--- src/rtl/fpu_div_exp_ctl.sv ---
// Stage sequencer for the divide-pipe exponent datapath: walks one divide
// request through capture, bias add, subtract, normalize, iterate and back-end stages.
module fpu_div_exp_ctl #(
  parameter int ITER_DBL = 55,
  parameter int ITER_SNG = 26,
  parameter int CNT_W    = 6
) (
  input  logic       rclk,
  input  logic       arst_l,
  input  logic       div_req,
  input  logic       div_req_dbl,
  output logic       div_rdy,
  input  logic       div_kill,
  input  logic [1:0] div_special,
  output logic       d1stg_step,
  output logic       div_expadd1_in1_dbl,
  output logic       div_expadd1_in1_sng,
  output logic       div_expadd1_in2_exp_in2_dbl,
  output logic       div_expadd1_in2_exp_in2_sng,
  output logic       d234stg_fdiv,
  output logic       d3stg_fdiv,
  output logic       d4stg_fdiv,
  output logic       div_exp1_expadd1,
  output logic       div_exp1_zero,
  output logic       div_exp1_0835,
  output logic       div_exp1_0118,
  output logic       div_exp1_load,
  output logic       d5stg_fdiva,
  output logic       d5stg_fdivd,
  output logic       d5stg_fdivs,
  output logic       d6stg_fdiv,
  output logic       d7stg_fdiv,
  output logic       d7stg_fdivd,
  output logic       div_expadd2_in1_exp_out,
  output logic       div_exp_out_expadd2,
  output logic       div_exp_out_exp_out,
  output logic       div_exp_out_load,
  output logic       fdiv_clken_l,
  output logic       div_done,
  output logic       div_done_dbl,
  output logic [3:0] dbg_state
);

  typedef enum logic [3:0] {
    S_IDLE, S_D1, S_D2, S_SUB, S_NRM1, S_NRM2, S_ITER, S_D5, S_D6, S_D7
  } state_t;

  localparam logic [CNT_W-1:0] LP_DBL_LAST = CNT_W'(ITER_DBL - 1);
  localparam logic [CNT_W-1:0] LP_SNG_LAST = CNT_W'(ITER_SNG - 1);

  state_t           r_state;
  logic             r_dbl;
  logic [CNT_W-1:0] r_cnt;
  logic             r_done;
  logic             r_done_dbl;

  // Handshake: a request transfers on any rising edge where div_req & div_rdy
  // and div_kill is low; the requester holds div_req until that happens.
  always_ff @(posedge rclk or negedge arst_l) begin
    if (!arst_l) begin
      r_state    <= S_IDLE;
      r_dbl      <= 1'b0;
      r_cnt      <= '0;
      r_done     <= 1'b0;
      r_done_dbl <= 1'b0;
    end else begin
      r_done <= 1'b0;
      if (div_kill) begin
        r_state <= S_IDLE;
        r_cnt   <= '0;
      end else begin
        case (r_state)
          S_IDLE: if (div_req) begin
            r_state <= S_D1;
            r_dbl   <= div_req_dbl;
          end
          S_D1:   r_state <= S_D2;
          S_D2:   r_state <= (div_special == 2'b00) ? S_SUB : S_D5;
          S_SUB:  r_state <= S_NRM1;
          S_NRM1: r_state <= S_NRM2;
          S_NRM2: begin
            r_state <= S_ITER;
            r_cnt   <= r_dbl ? LP_DBL_LAST : LP_SNG_LAST;
          end
          S_ITER: begin
            if (r_cnt == '0) r_state <= S_D5;
            else             r_cnt   <= r_cnt - 1'b1;
          end
          S_D5:   r_state <= S_D6;
          S_D6:   r_state <= S_D7;
          S_D7: begin
            r_state    <= S_IDLE;
            r_done     <= 1'b1;
            r_done_dbl <= r_dbl;
          end
          default: r_state <= S_IDLE;
        endcase
      end
    end
  end

  logic w_d2, w_sub, w_nrm1, w_nrm2, w_d5, w_d6, w_d7, w_front;

  assign w_d2    = (r_state == S_D2);
  assign w_sub   = (r_state == S_SUB);
  assign w_nrm1  = (r_state == S_NRM1);
  assign w_nrm2  = (r_state == S_NRM2);
  assign w_d5    = (r_state == S_D5);
  assign w_d6    = (r_state == S_D6);
  assign w_d7    = (r_state == S_D7);
  assign w_front = w_sub | w_nrm1 | w_nrm2;

  assign dbg_state  = r_state;
  assign div_rdy    = (r_state == S_IDLE);
  assign d1stg_step = (r_state == S_D1);

  assign div_expadd1_in1_dbl         = w_d2 & r_dbl;
  assign div_expadd1_in1_sng         = w_d2 & ~r_dbl;
  assign div_expadd1_in2_exp_in2_dbl = w_sub & r_dbl;
  assign div_expadd1_in2_exp_in2_sng = w_sub & ~r_dbl;

  assign d234stg_fdiv = w_front;
  assign d3stg_fdiv   = w_nrm1;
  assign d4stg_fdiv   = w_nrm2;

  // D2 picks the exp1 source: the bias-add result, or a forced special constant.
  assign div_exp1_expadd1 = (w_d2 & (div_special == 2'b00)) | w_front;
  assign div_exp1_zero    = w_d2 & (div_special == 2'b01);
  assign div_exp1_0835    = w_d2 & (div_special == 2'b10);
  assign div_exp1_0118    = w_d2 & (div_special == 2'b11);
  assign div_exp1_load    = w_d2 | w_front;

  assign d5stg_fdiva = w_d5;
  assign d5stg_fdivd = w_d5 & r_dbl;
  assign d5stg_fdivs = w_d5 & ~r_dbl;
  assign d6stg_fdiv  = w_d6;
  assign d7stg_fdiv  = w_d7;
  assign d7stg_fdivd = w_d7 & r_dbl;

  assign div_expadd2_in1_exp_out = w_d6 | w_d7;
  assign div_exp_out_expadd2     = w_d5 | w_d6 | w_d7;
  assign div_exp_out_exp_out     = w_d7;
  assign div_exp_out_load        = w_d5 | w_d6 | w_d7;

  assign fdiv_clken_l = ~(div_req | ~div_rdy | r_done);
  assign div_done     = r_done;
  assign div_done_dbl = r_done_dbl;

endmodule

--- config.mk ---
export PLATFORM = sky130hd
export DESIGN_NAME = fpu_div_exp_ctl
export DESIGN_NICKNAME = d
export VERILOG_FILES = /design/src/rtl/fpu_div_exp_ctl.sv
export SDC_FILE = /design/constraint.sdc
export NUM_CORES = 1
export LEC_CHECK = 0
export ABC_AREA = 1
export CAP_MARGIN = 10
export CELL_PAD_IN_SITES_DETAIL_PLACEMENT = 1
export CELL_PAD_IN_SITES_GLOBAL_PLACEMENT = 2
export CORE_MARGIN = 3
export CORE_UTILIZATION = 24
export CTS_CLUSTER_SIZE = 24
export DETAILED_ROUTE_END_ITERATION = 12
export PLACE_DENSITY_LB_ADDON = 0.1
export SYNTH_ARGS = -nofsm -noshare
export SYNTH_HDL_FRONTEND = slang
export SYNTH_SLANG_ARGS = --single-unit
--- constraint.sdc ---
create_clock -name rclk -period 3 [get_ports rclk]
set_input_delay 0.45 -clock rclk [delete_from_list [all_inputs] [get_ports rclk]]
set_output_delay 0.45 -clock rclk [all_outputs]
set_load 0.03 [all_outputs]
==> impl_results.md <==
* Post-route minimum period at 2.58 ns
* Total GRT Usage at 0.140
* Final hold violations at 0
* Setup CP Type: reg -> out
* Setup TNS at 0 ns
* Pre-CTS WS at 0.600 ns
* Crit path capture type: primary output
* Area contributors post-synth: dfrtp_1 33%, nand3_1 12%, nor2_1 11%, nand2_1 8.1%, inv_1 6.9%
* Period utilisation layout at 0.859
* Largest fanout on the critical path at 8
* Post-cts resize count at 0
* Cell accounting for the most synthesized area: dfrtp_1
* Slew HR at 0.582
* MaxCap Viol Count at 0
* Fillers at 483
* Pin count of the biggest net entering global routing at 14
* CTS root buf: clkbuf_8
* R2R depth at 7
* Grt ovf at 0
* Critical Path AT at 2.13 ns
* WHS at 0.502 ns
* Post-synthesis net count at 146
* Post-Synthesis Cells at 137
* Initial Utilization at 0.258
* Vias at 1022
* Layout cells sized above 1 at 0.109
* CP startpoint kind: flip-flop
* Top cells by count, synth: 28 x nor2_1, 23 x nand3_1, 21 x nand2_1
* Layout area overhead at 45.9%
* Worst vdd ir at 291 µV
* Slew Viols, Final at 0
* Die Y at 69.9 µm
* First-pass GRT wire length at 5580 µm
* Measured slew at the worst slew-check pin at 0.625 ns
* Synth warn at 0
* Initial antenna violation count at 0
* Synth top area share at 0.332
* Sequential area share after synthesis at 0.332
* #FFs+latches synth at 13
* Syn avg cell area at 7.14 µm²
* Clock Pin Slew Worst Setup and Hold Paths at 0.06 ns
* # Post-CTS Setup Buffers at 0
* Core Footprint at 3800 µm²
* Post-Route WL at 3120 µm
* Peak Freq at 388 MHz
* Ports at 38
* DP HPWL at 2510 µm
* Post-synth EDFFs at 0
* Max Clock Skew at 0.00236 ns
* Gpl congestion at 0.774
* PD cells at 550 nW/µm²
* Die footprint at 4880 µm²
* Final-stage net count at 185
* RSZ-0062 raised after global routing: false
* Iteration-0 DRC Markers at 21
* CTS tree: yes
* Outcome: finished clean
* Synthesized area at 978 µm²
* Most used DFF post-synth: dfrtp_1
* Pwr Total at 0.785 mW
* Most common cell in the netlist: nor2_1
* Hold Path Stages at 2
* Synth unique cells at 20
* DR DRC count at 0
* Final setup violation count at 0
* ANT nets after route at 0
* CTS max path bufs at 2
* Worst skew pair latency at 0.24 ns
* Final setup margin at 0.424 ns
* Hold Buf Count CTS at 0
* Type of the worst min-delay path: reg -> reg
* ANT cells at 0
* H-tree depth at 1
* Clock Sinks at 13
* WL/cell at 14.0 µm
* Worst Path Required at 2.55 ns
* Post-synth ARST share at 1.00
* Port Buffers at 37
* Row count at 22
* Total CTS buffers at 3
* Chip width at 69.9 µm
* First-pass iteration count of the detailed router at 3
* Vias in the first global route at 1145
* Cell leakage power at 0.665 nW
* Vias per cell at 4.58
## state kept, by name, summed over array words and instances, names as in the netlist
| signal | cells |
|---|---|
| div_done | 1 |
| dbg_state | 4 |
| r_cnt | 6 |
| div_done_dbl | 1 |
| r_dbl | 1 |
## through the flow
stage          instance area [µm²]  cells  utilization
3_5_place_dp                  1380    219        0.364
5_1_grt                       1430    223        0.376
4_1_cts                       1430    223        0.376
2_1_floorplan                  978    137            -
6_report                      1430    223        0.376
3_3_place_gp                  1380    219        0.364
## cell families (layout without fill, tap and decap cells)
logic type,after synthesis,in the layout,share of synthesized area
adders and majority gates,2,2,0.0256
buffers and inverters,23,61,0.104
DFF,13,13,0.332
AOI/OAI and AO/OA,7,7,0.0384
and+or+nand+nor,92,92,0.500
## report_power, final
part / internal, mW / switching, mW
clock: 0.0938 / 0.0659
sequential: 0.205 / 0.0455
combinational: 0.138 / 0.236
total: 0.438 / 0.347
## routing by layer
| metal | global-route usage | vias to the layer above | part of all wire |
|---|---|---|---|
| li1 | - | 508 | - |
| met1 | 0.192 | 484 | 0.48 |
| met2 | 0.219 | 26 | 0.46 |
| met3 | 0.0388 | 4 | 0.052 |
| met4 | 0.0319 | 0 | 0.0080 |
| met5 | 0 | - | 0 |
## final cells by class
| class | instances | area [µm²] | share of cell area |
|---|---|---|---|
| clock buffer | 4 | 45.0 | 0.0316 |
| inverter | 20 | 75.1 | 0.0526 |
| multi-input combinational | 101 | 552 | 0.387 |
| sequential | 13 | 325 | 0.228 |
| tap | 48 | 60.1 | 0.0421 |
| timing repair buffer | 37 | 370 | 0.259 |
## path summary, 6_finish.rpt
path / slack [ns] / startpoint / to
max: 0.42 / dbg_state[2] / div_exp1_expadd1
min: 0.50 / div_done_dbl / div_done_dbl
max reg2reg: 1.62 / r_cnt[0] / r_cnt[4]
min reg2reg: 0.50 / div_done_dbl / div_done_dbl
max in group asynchronous: 2.00 / arst_l / dbg_state[3]
min in group asynchronous: 0.60 / arst_l / r_cnt[3]
## worst max-delay path, stage by stage, from the launching register on
cell and delay (ns):
dfrtp_1 0.47, nor2_1 0.17, nand3_1 0.26, o31ai_1 0.28, clkdlybuf4s50_1 0.71
## cells in the final DEF, fill, tap and decap left out, drive strengths merged
master         synthesis  layout
clkdlybuf4s50          0      37
nor2                  36      36
nand2                 26      26
nand3                 23      23
inv                   20      20
dfrtp                 13      13
o21ai                  4       4
clkbuf                 0       4
nor3                   3       3
nand4                  2       2
a21oi                  2       2
ha                     2       2
o31ai                  1       1
nand3b                 1       1
or2                    1       1
Power figures use the tool's default switching activity.
